[src/rtl/filter_sample_feeder.sv]
// filter_sample_feeder: buffers ADC samples in a FIFO and hands them one at a time to the notch filter.
// Optional build macro FEEDER_STATS_EN adds saturating processed/dropped sample counters.
module filter_sample_feeder #(
    parameter int DATA_SIZE   = 24,
    parameter int FIFO_DEPTH  = 8,
    parameter int HOLD_CYCLES = 4,
    parameter int ACK_TIMEOUT = 15
) (
    input  logic                               clk,
    input  logic                               reset,
    input  logic [DATA_SIZE-1:0]               s_data,
    input  logic                               s_valid,
    output logic [DATA_SIZE-1:0]               f_data,
    output logic                               f_trig,
    input  logic                               f_done,
    input  logic                               ovr_clr,
    output logic                               overrun,
    output logic                               ack_err,
    output logic [$clog2(FIFO_DEPTH+1)-1:0]    level
`ifdef FEEDER_STATS_EN
    ,
    output logic [15:0]                        stat_proc,
    output logic [15:0]                        stat_drop
`endif
);

    localparam int AW = $clog2(FIFO_DEPTH);
    localparam int LW = $clog2(FIFO_DEPTH + 1);
    localparam logic [AW:0] PTR_INC = (AW + 1)'(1);

    typedef enum logic [1:0] {IDLE, TRIG, WAIT_ACK, HOLD} state_t;

    state_t                 state_q, state_d;
    logic [AW:0]            wr_ptr_q, wr_ptr_d, rd_ptr_q, rd_ptr_d;
    logic [DATA_SIZE-1:0]   f_data_q, f_data_d;
    logic [7:0]             tmo_cnt_q, tmo_cnt_d;
    logic [7:0]             hold_cnt_q, hold_cnt_d;
    logic                   overrun_q, overrun_d;
    logic                   ack_err_q, ack_err_d;
    logic [DATA_SIZE-1:0]   mem_q [FIFO_DEPTH];
    logic                   empty, full, push, pop;

    assign empty = (wr_ptr_q == rd_ptr_q);
    assign full  = (wr_ptr_q[AW] != rd_ptr_q[AW]) && (wr_ptr_q[AW-1:0] == rd_ptr_q[AW-1:0]);
    // A full FIFO still accepts a sample when the head leaves in the same cycle.
    assign push  = s_valid && (!full || pop);

    // FSM next state; a non-zero hold counter in IDLE marks the one recovery cycle after HOLD,
    // giving the filter a gap so samples are issued every HOLD_CYCLES+4 cycles.
    always_comb begin
        state_d    = state_q;
        f_data_d   = f_data_q;
        tmo_cnt_d  = tmo_cnt_q;
        hold_cnt_d = hold_cnt_q;
        ack_err_d  = ack_err_q;
        pop        = 1'b0;
        case (state_q)
            IDLE: begin
                if (hold_cnt_q != 8'd0) begin
                    hold_cnt_d = 8'd0;
                end else if (!empty) begin
                    pop      = 1'b1;
                    f_data_d = mem_q[rd_ptr_q[AW-1:0]];
                    state_d  = TRIG;
                end
            end
            TRIG: begin
                tmo_cnt_d = 8'd0;
                state_d   = WAIT_ACK;
            end
            WAIT_ACK: begin
                if (f_done) begin
                    hold_cnt_d = 8'd0;
                    state_d    = HOLD;
                end else begin
                    tmo_cnt_d = tmo_cnt_q + 8'd1;
                    if (tmo_cnt_q + 8'd1 == 8'(ACK_TIMEOUT)) begin
                        ack_err_d = 1'b1;
                        state_d   = IDLE;
                    end
                end
            end
            HOLD: begin
                hold_cnt_d = hold_cnt_q + 8'd1;
                state_d    = (hold_cnt_q == 8'(HOLD_CYCLES - 1)) ? IDLE : HOLD;
            end
            default: state_d = IDLE;
        endcase
    end

    // FIFO pointer advance and sticky overrun, where a drop wins over a clear.
    always_comb begin
        wr_ptr_d  = push ? wr_ptr_q + PTR_INC : wr_ptr_q;
        rd_ptr_d  = pop ? rd_ptr_q + PTR_INC : rd_ptr_q;
        overrun_d = (s_valid && !push) ? 1'b1 : ovr_clr ? 1'b0 : overrun_q;
    end

    // Control and datapath registers, all cleared by the asynchronous reset.
    always_ff @(posedge clk or posedge reset) begin
        if (reset) begin
            state_q    <= IDLE;
            wr_ptr_q   <= '0;
            rd_ptr_q   <= '0;
            f_data_q   <= '0;
            tmo_cnt_q  <= '0;
            hold_cnt_q <= '0;
            overrun_q  <= 1'b0;
            ack_err_q  <= 1'b0;
        end else begin
            state_q    <= state_d;
            wr_ptr_q   <= wr_ptr_d;
            rd_ptr_q   <= rd_ptr_d;
            f_data_q   <= f_data_d;
            tmo_cnt_q  <= tmo_cnt_d;
            hold_cnt_q <= hold_cnt_d;
            overrun_q  <= overrun_d;
            ack_err_q  <= ack_err_d;
        end
    end

    // Sample storage; contents need no reset because the pointers define validity.
    always_ff @(posedge clk) begin
        if (push) mem_q[wr_ptr_q[AW-1:0]] <= s_data;
    end

    assign f_data  = f_data_q;
    assign f_trig  = (state_q == TRIG);
    assign overrun = overrun_q;
    assign ack_err = ack_err_q;
    assign level   = LW'(wr_ptr_q - rd_ptr_q);

`ifdef FEEDER_STATS_EN
    logic [15:0] stat_proc_q, stat_proc_d, stat_drop_q, stat_drop_d;

    // Saturating counts of acknowledged and discarded samples.
    always_comb begin
        stat_proc_d = (state_q == WAIT_ACK && f_done && stat_proc_q != 16'hFFFF) ? stat_proc_q + 16'd1 : stat_proc_q;
        stat_drop_d = (s_valid && !push && stat_drop_q != 16'hFFFF) ? stat_drop_q + 16'd1 : stat_drop_q;
    end

    // Statistics registers.
    always_ff @(posedge clk or posedge reset) begin
        if (reset) begin
            stat_proc_q <= '0;
            stat_drop_q <= '0;
        end else begin
            stat_proc_q <= stat_proc_d;
            stat_drop_q <= stat_drop_d;
        end
    end

    assign stat_proc = stat_proc_q;
    assign stat_drop = stat_drop_q;
`endif

endmodule

[config.mk]
export PLATFORM = sky130hd
export DESIGN_NAME = filter_sample_feeder
export DESIGN_NICKNAME = d
export VERILOG_FILES = /design/src/rtl/filter_sample_feeder.sv
export SDC_FILE = /design/constraint.sdc
export NUM_CORES = 1
export LEC_CHECK = 0
export ABC_AREA = 1
export BUFFER_PORTS_ARGS = -buffer_cell sky130_fd_sc_hd__buf_4
export CORE_MARGIN = 5
export CORE_UTILIZATION = 30
export DETAILED_ROUTE_END_ITERATION = 12
export PLACE_DENSITY = 0.43
export SETUP_SLACK_MARGIN = 0.05
export SLEW_MARGIN = 0
export SYNTH_ARGS = -nofsm -noshare
export SYNTH_HDL_FRONTEND = slang
export SYNTH_SLANG_ARGS = --single-unit
[constraint.sdc]
create_clock -name clk -period 4.8 [get_ports clk]
set_input_delay 0.96 -clock clk [delete_from_list [all_inputs] [get_ports clk]]
set_output_delay 0.96 -clock clk [all_outputs]
set_load 0.05 [all_outputs]
== Word level (Yosys, flattened, before mapping) ==
Memories as Yosys holds them, arrays and structs flattened. A register that Yosys moved wholly into a read port is not among the register bits.
Index checks and enable logic that the tools add are counted.
Word-level totals
  flip-flop bits (word level): 28
  memories kept: 1
  bits in writable memories: 192
  logic and storage cells: 64
Cells by class
  reduce and logical (&&, ||, !) cells: 16
  mux-type cells: 18
  bitwise operators: 3
  $add $sub $neg: 5
  equality and inequality tests: 14
Memories
  mem_q: depth 8, width 24, rd ports 1, clocked after Yosys merged registers in 1, write ports 1, line 40  | logic [DATA_SIZE-1:0] mem_q [FIFO_DEPTH];
Operator list (number)
  2-to-1 mux 8 bit: 3
  one-hot mux 8 bit (3 select lines): 1
  adder 8 x 1 -> 8 bit (second input constant): 2
  one-hot mux 8 bit (2 select lines): 1
  AND reduction 3 bit: 4
  2-to-1 mux 2 bit: 5
  != test 2 bit (second input constant): 5
  adder 4 x 1 -> 4 bit (second input constant): 2
  equality test 8 x 2 -> 1 bit (second input constant): 1
  equality test 8 x 4 -> 1 bit (second input constant): 1
  one-hot mux 2 bit (4 select lines): 1
  nonzero test 8 bit: 1
  2-to-1 mux 1 bit: 7
  equality test 2 bit (second input constant): 2
  equality test 4 bit: 1
  nonzero test 2 bit: 2
  subtractor 4 bit: 1
  equality test 3 bit: 1
  logical AND 1 bit: 3
  != test 3 bit (second input constant): 1
  NOT 1 bit: 3
  nonzero test 3 bit: 1
  equality test 2 x 1 -> 1 bit (second input constant): 1
  logical NOT 1 bit: 2
  4 further kinds: 4

== Logic depth before layout (Yosys ltp) ==
  depth after elaboration: 9
  gate-level depth with buffers: 11
  mapped depth without buffers: 11

== Least setup slack after synthesis ==
No wires, ideal clock.
  path kind: register -> register
  from: register rd_ptr_q[1]
  to: memory mem_q[6][0] (enable)
  stages on the path, launching flop included: 10
  period minus slack after synthesis: 3.646 ns
  arrival: 3.211 ns
  data required time: 4.365 ns
  setup slack: 1.154 ns
  path through: dfrtp_1 > clkbuf_2 > inv_2 > clkbuf_1 > ha_1 > nand2_1 > nor3_2 > nand2_2 > nand3_2 > nor3_1
On the way
  word-level cells in the longest chain between the ends: 8
  elaborated cells between the ends (all ways): 11
RTL lines
  start, declared: line 34  | logic [AW:0] wr_ptr_q, wr_ptr_d, rd_ptr_q, rd_ptr_d;
  start signal, assigned: line 112  | rd_ptr_q <= rd_ptr_d;
  equality test 4 bit: line 43  | assign empty = (wr_ptr_q == rd_ptr_q);
  2-to-1 mux 1 bit: line 61  | end else if (!empty) begin
  2-to-1 mux 1 bit: line 59  | if (hold_cnt_q != 8'd0) begin
  2-to-1 mux 1 bit: line 57  | case (state_q)
  logical OR 1 bit *: line 46  | assign push = s_valid && (!full || pop);
  logical AND 1 bit *: line 46
  2-to-1 mux 1 bit *: line 123  | if (push) mem_q[wr_ptr_q[AW-1:0]] <= s_data;
  2-to-1 mux 1 bit (implied by the code) *: line 123
  end, declared: line 40
Every way passes the cells marked *; elsewhere a longest branch is shown, timed or not.

== Worst setup path in the final report ==
  from: register rd_ptr_q[0]
  to: output level[2]
On the way
  word-level cells in the longest chain between the ends: 1
RTL lines
  subtractor 4 bit: line 130  | assign level = LW'(wr_ptr_q - rd_ptr_q);
  end, declared: line 19  | output logic [$clog2(FIFO_DEPTH+1)-1:0] level
Every way passes these cells.

==> Implementation_results.wiki <==
{| class="wikitable"
! Metric !! Value
|-
| Result of the run || finished clean
|-
| Critical path's largest stage delay || 620 ps
|-
| Type of the worst min-delay path || flop to flop
|-
| Net switching fraction of the power || 0.4107
|-
| RSZ-0062 raised after global routing || false
|-
| Least-Margin Pin Slew || 1047 ps
|-
| Filler cell count || 3338
|-
| Type of element capturing the critical path || output port
|-
| Power per cell area || 661.6 nW/um2
|-
| Remaining number of nets flagged by the antenna check after routing || 0
|-
| Number of nets in the final layout || 1009
|-
| Sum of negative setup slack || 0 ps
|-
| Fraction of post-synthesis cell area in the top cell type by area || 0.5685
|-
| Sequential share of the synthesized area || 0.6968
|-
| Register-to-Register Setup Slack || 2000 ps
|-
| Final Hold Violating Endpoints || 0
|-
| Remaining Overflow, GRT || 0
|-
| Start point of the critical path || rd_ptr_q[0]$_DFFE_PP0P_
|-
| First-pass GRT wire length || 39.43 mm
|-
| N_diodes || 0
|-
| CP required || 3840 ps
|-
| Static power due to leakage || 4.680 nW
|-
| Cell type of the slowest stage on the worst timing path || sky130_fd_sc_hd__dfrtp_2
|-
| Resized cells post-CTS || 0
|-
| Antenna violations before repair || 0
|-
| Fin crit period || 3288 ps
|-
| Leading cell types by total area after synthesis || sky130_fd_sc_hd__edfxtp_1, sky130_fd_sc_hd__dfrtp_1, sky130_fd_sc_hd__nand2_1
|-
| Post-synth design cell area || 10140 um2
|-
| Fraction of final layout cells with drive strength greater than 1 || 0.1382
|-
| Wire per inst || 17.46 um
|-
| Reg-to-reg endpoint || mem_q[6][23]$_DFFE_PP_
|-
| Fraction of synthesis flops using an asynchronous set or reset pin || 0.2131
|-
| Flip-flop and latch count after synthesis || 244
|-
| Power dissipated by switching net loads || 3.237 mW
|-
| Number of warnings issued by yosys || 0
|-
| Worst relative slew slack || 0.3003
|-
| X dimension of the die || 193.9 um
|-
| Final period util || 0.6850
|-
| Vias in the first global route || 6581
|-
| Number of instances in the synthesized netlist || 911
|-
| Yosys top cell by area || sky130_fd_sc_hd__edfxtp_1
|-
| Cell depth of the worst flop-to-flop path || 7
|-
| GRT Overall Usage || 0.1315
|-
| Count of different cell masters after synthesis || 35
|-
| Number of port buffers || 59
|-
| Via Count || 6531
|-
| Cell at the root of the clock tree || sky130_fd_sc_hd__clkbuf_16
|-
| Most frequently used cell type in the post-synthesis netlist || sky130_fd_sc_hd__nand2_1
|-
| First-pass iteration count of the detailed router || 6
|-
| Area growth, synth to finish || 17.46%
|-
| Synthesized area per cell || 11.13 um2
|-
| Final routed wirelength across all metal layers || 25.12 mm
|-
| Clock network latency to the later pin of the worst-skew pair || 550 ps
|-
| Maximum clock frequency || 304.1 MHz
|-
| Number of buffers added by the clock tree synthesis step || 28
|-
| Maximum buffer depth of the clock tree || 3
|-
| Logic pwr share || 0.383
|-
| Signal arrival time at the worst endpoint || 2330 ps
|-
| Post-layout power || 7.882 mW
|-
| Seq pwr share || 0.369
|-
| Clk slew on worst S/H paths || 60 ps
|-
| CTS tree || done
|-
| Largest fanout of any net on the critical path || 27
|-
| Total area of multi-input combinational cells || 2785 um2
|-
| I/O Pins || 60
|-
| Internal power contribution || 4.645 mW
|-
| Proportion of power drawn by the clock network || 0.249
|-
| Initial core utilization || 0.3032
|-
| Total setup buffers inserted after CTS || 0
|-
| Nature of the critical path startpoint || flop
|-
| Worst-case vdd ir drop || 0.6579 mV
|-
| Mapped Nets || 950
|-
| Maximum number of pins on one net before global-route repair || 77
|-
| Routability congestion estimate || 0.7149
|-
| DRC || 0
|-
| Primary FF master, synth || sky130_fd_sc_hd__edfxtp_1
|-
| Sequential cell area in the final layout || 7069 um2
|-
| Sinks on Clock Net || 244
|-
| Via count normalized by instance count || 4.539
|-
| Skew final || 26.95 ps
|-
| Htree depth || 1
|-
| Capturing instance or port of the critical path || level[2]
|-
| Ordered list of cells on the worst path || ha_1, fa_1, xnor2_1, buf_4
|-
| Total count of max-transition violations in the final report || 0
|-
| Path type of the worst setup path || flop to output port
|-
| Count of flip-flops with a built-in enable after synthesis || 192
|-
| Number of cells traversed by the worst hold path || 1
|-
| FP Rows || 67
|-
| Number of maximum-capacitance constraint violations || 0
|-
| Area of the die || 37580 um2
|-
| Post-CTS Hold Fix Bufs || 0
|-
| Setup violation total in the final timing report || 0
|-
| Critical register-to-register path startpoint || rd_ptr_q[0]$_DFFE_PP0P_
|-
| Area of the core region || 33450 um2
|-
| Ranking of synthesized cells by instance count || sky130_fd_sc_hd__nand2_1, sky130_fd_sc_hd__edfxtp_1, sky130_fd_sc_hd__nand3_1
|-
| Die Ht || 193.9 um
|-
| Initial DRC count || 274
|-
| Post-detailed-placement half-perimeter wirelength || 13.43 mm
|}
-- per-stage QoR --
stage / area, um2 / setup WS (ps) / hold slack [ps] / util / std cells
after global placement: 11060 / 1996 / 464.9 / 0.3308 / 1388
final: 11910 / 1512 / 475.4 / 0.3562 / 1439
after floorplan: 10140 / 1154 / 489.4 / - / 911
after CTS: 11910 / 1488 / 485.3 / 0.3562 / 1439
after global routing: 11910 / 1426 / 491.1 / 0.3562 / 1439
after detailed placement: 11060 / 1925 / 466.7 / 0.3308 / 1388
-- registers in the layout, summed over array words and instances (netlist names) --
| name | flops |
|---|---|
| mem_q | 192 |
| f_data | 24 |
| hold_cnt_q | 8 |
| tmo_cnt_q | 8 |
| rd_ptr_q | 4 |
| wr_ptr_q | 4 |
| state_q | 2 |
| ack_err | 1 |
| overrun | 1 |
-- power groups by stage --
stage,clock network [mW],registers (mW),logic (mW)
2_1_floorplan,0,3.22,1.85
3_3_place_gp,0,2.95,3.09
3_5_place_dp,0,2.95,3.09
4_1_cts,2.02,2.91,3.09
5_1_grt,2.12,2.95,3.35
6_report,1.96,2.91,3.02
-- cell usage in the layout, fill, tap and decap left out, types with 5 or more instances in the layout --
cell type and count:
sky130_fd_sc_hd__buf_4 71, sky130_fd_sc_hd__clkbuf_1 8, sky130_fd_sc_hd__clkbuf_16 28, sky130_fd_sc_hd__clkinv_1 8, sky130_fd_sc_hd__dfrtp_1 50, sky130_fd_sc_hd__edfxtp_1 192
sky130_fd_sc_hd__ha_1 9, sky130_fd_sc_hd__inv_1 26, sky130_fd_sc_hd__nand2_1 346, sky130_fd_sc_hd__nand2_2 5, sky130_fd_sc_hd__nand3_1 156, sky130_fd_sc_hd__nor2_1 18
sky130_fd_sc_hd__nor2_4 5, sky130_fd_sc_hd__nor3_2 5, sky130_fd_sc_hd__o21ai_0 18, sky130_fd_sc_hd__xor2_1 8
-- layer usage --
layer | up-vias | wire length (um) | global-route usage
met5 | - | 0 | 0
met2 | 87 | 11290 | 0.2097
met3 | 33 | 678 | 0.01964
met1 | 3195 | 12710 | 0.1928
met4 | 0 | 445 | 0.02604
li1 | 3216 | - | -
-- final cells by class --
class	count	share of cell area
repair buffers	71	0.04474
flip-flops and latches	244	0.5934
well taps	448	0.04705
inverters	31	0.009768
clock inverters	12	0.006407
multi-input cells	594	0.2338
clock buffers	39	0.06480
-- worst min-delay path by stage --
stage,from,endpoint,slack (ps)
finish,ack_err$_DFFE_PP0P_,ack_err$_DFFE_PP0P_,480
global route,ack_err$_DFFE_PP0P_,ack_err$_DFFE_PP0P_,490
CTS,f_data[22]$_DFFE_PP0P_,f_data[22]$_DFFE_PP0P_,490
detailed placement,f_data[7]$_DFFE_PP0P_,f_data[7]$_DFFE_PP0P_,470
global placement,ack_err$_DFFE_PP0P_,ack_err$_DFFE_PP0P_,460
floorplan,hold_cnt_q[1]$_DFFE_PP0P_,hold_cnt_q[1]$_DFFE_PP0P_,490
-- logic make-up after synthesis --
logic type	Yosys count	share of synthesized area
AND/OR/NAND/NOR	545	0.2321
AO/OA/AOI/OAI	26	0.01332
adder cells (fa/ha/maj)	10	0.01308
flip-flops	244	0.6968
buffers and inverters	73	0.03281
XOR/XNOR	13	0.01197
-- worst max-delay path: cells and delay by family, from the launching register on --
kind                     cells  cell delay, ps
XOR/XNOR                     1             230
flip-flops                   1             620
buffers and inverters        1             240
adder cells (fa/ha/maj)      2             700
No activity file was read; power rests on OpenSTA's default activity.
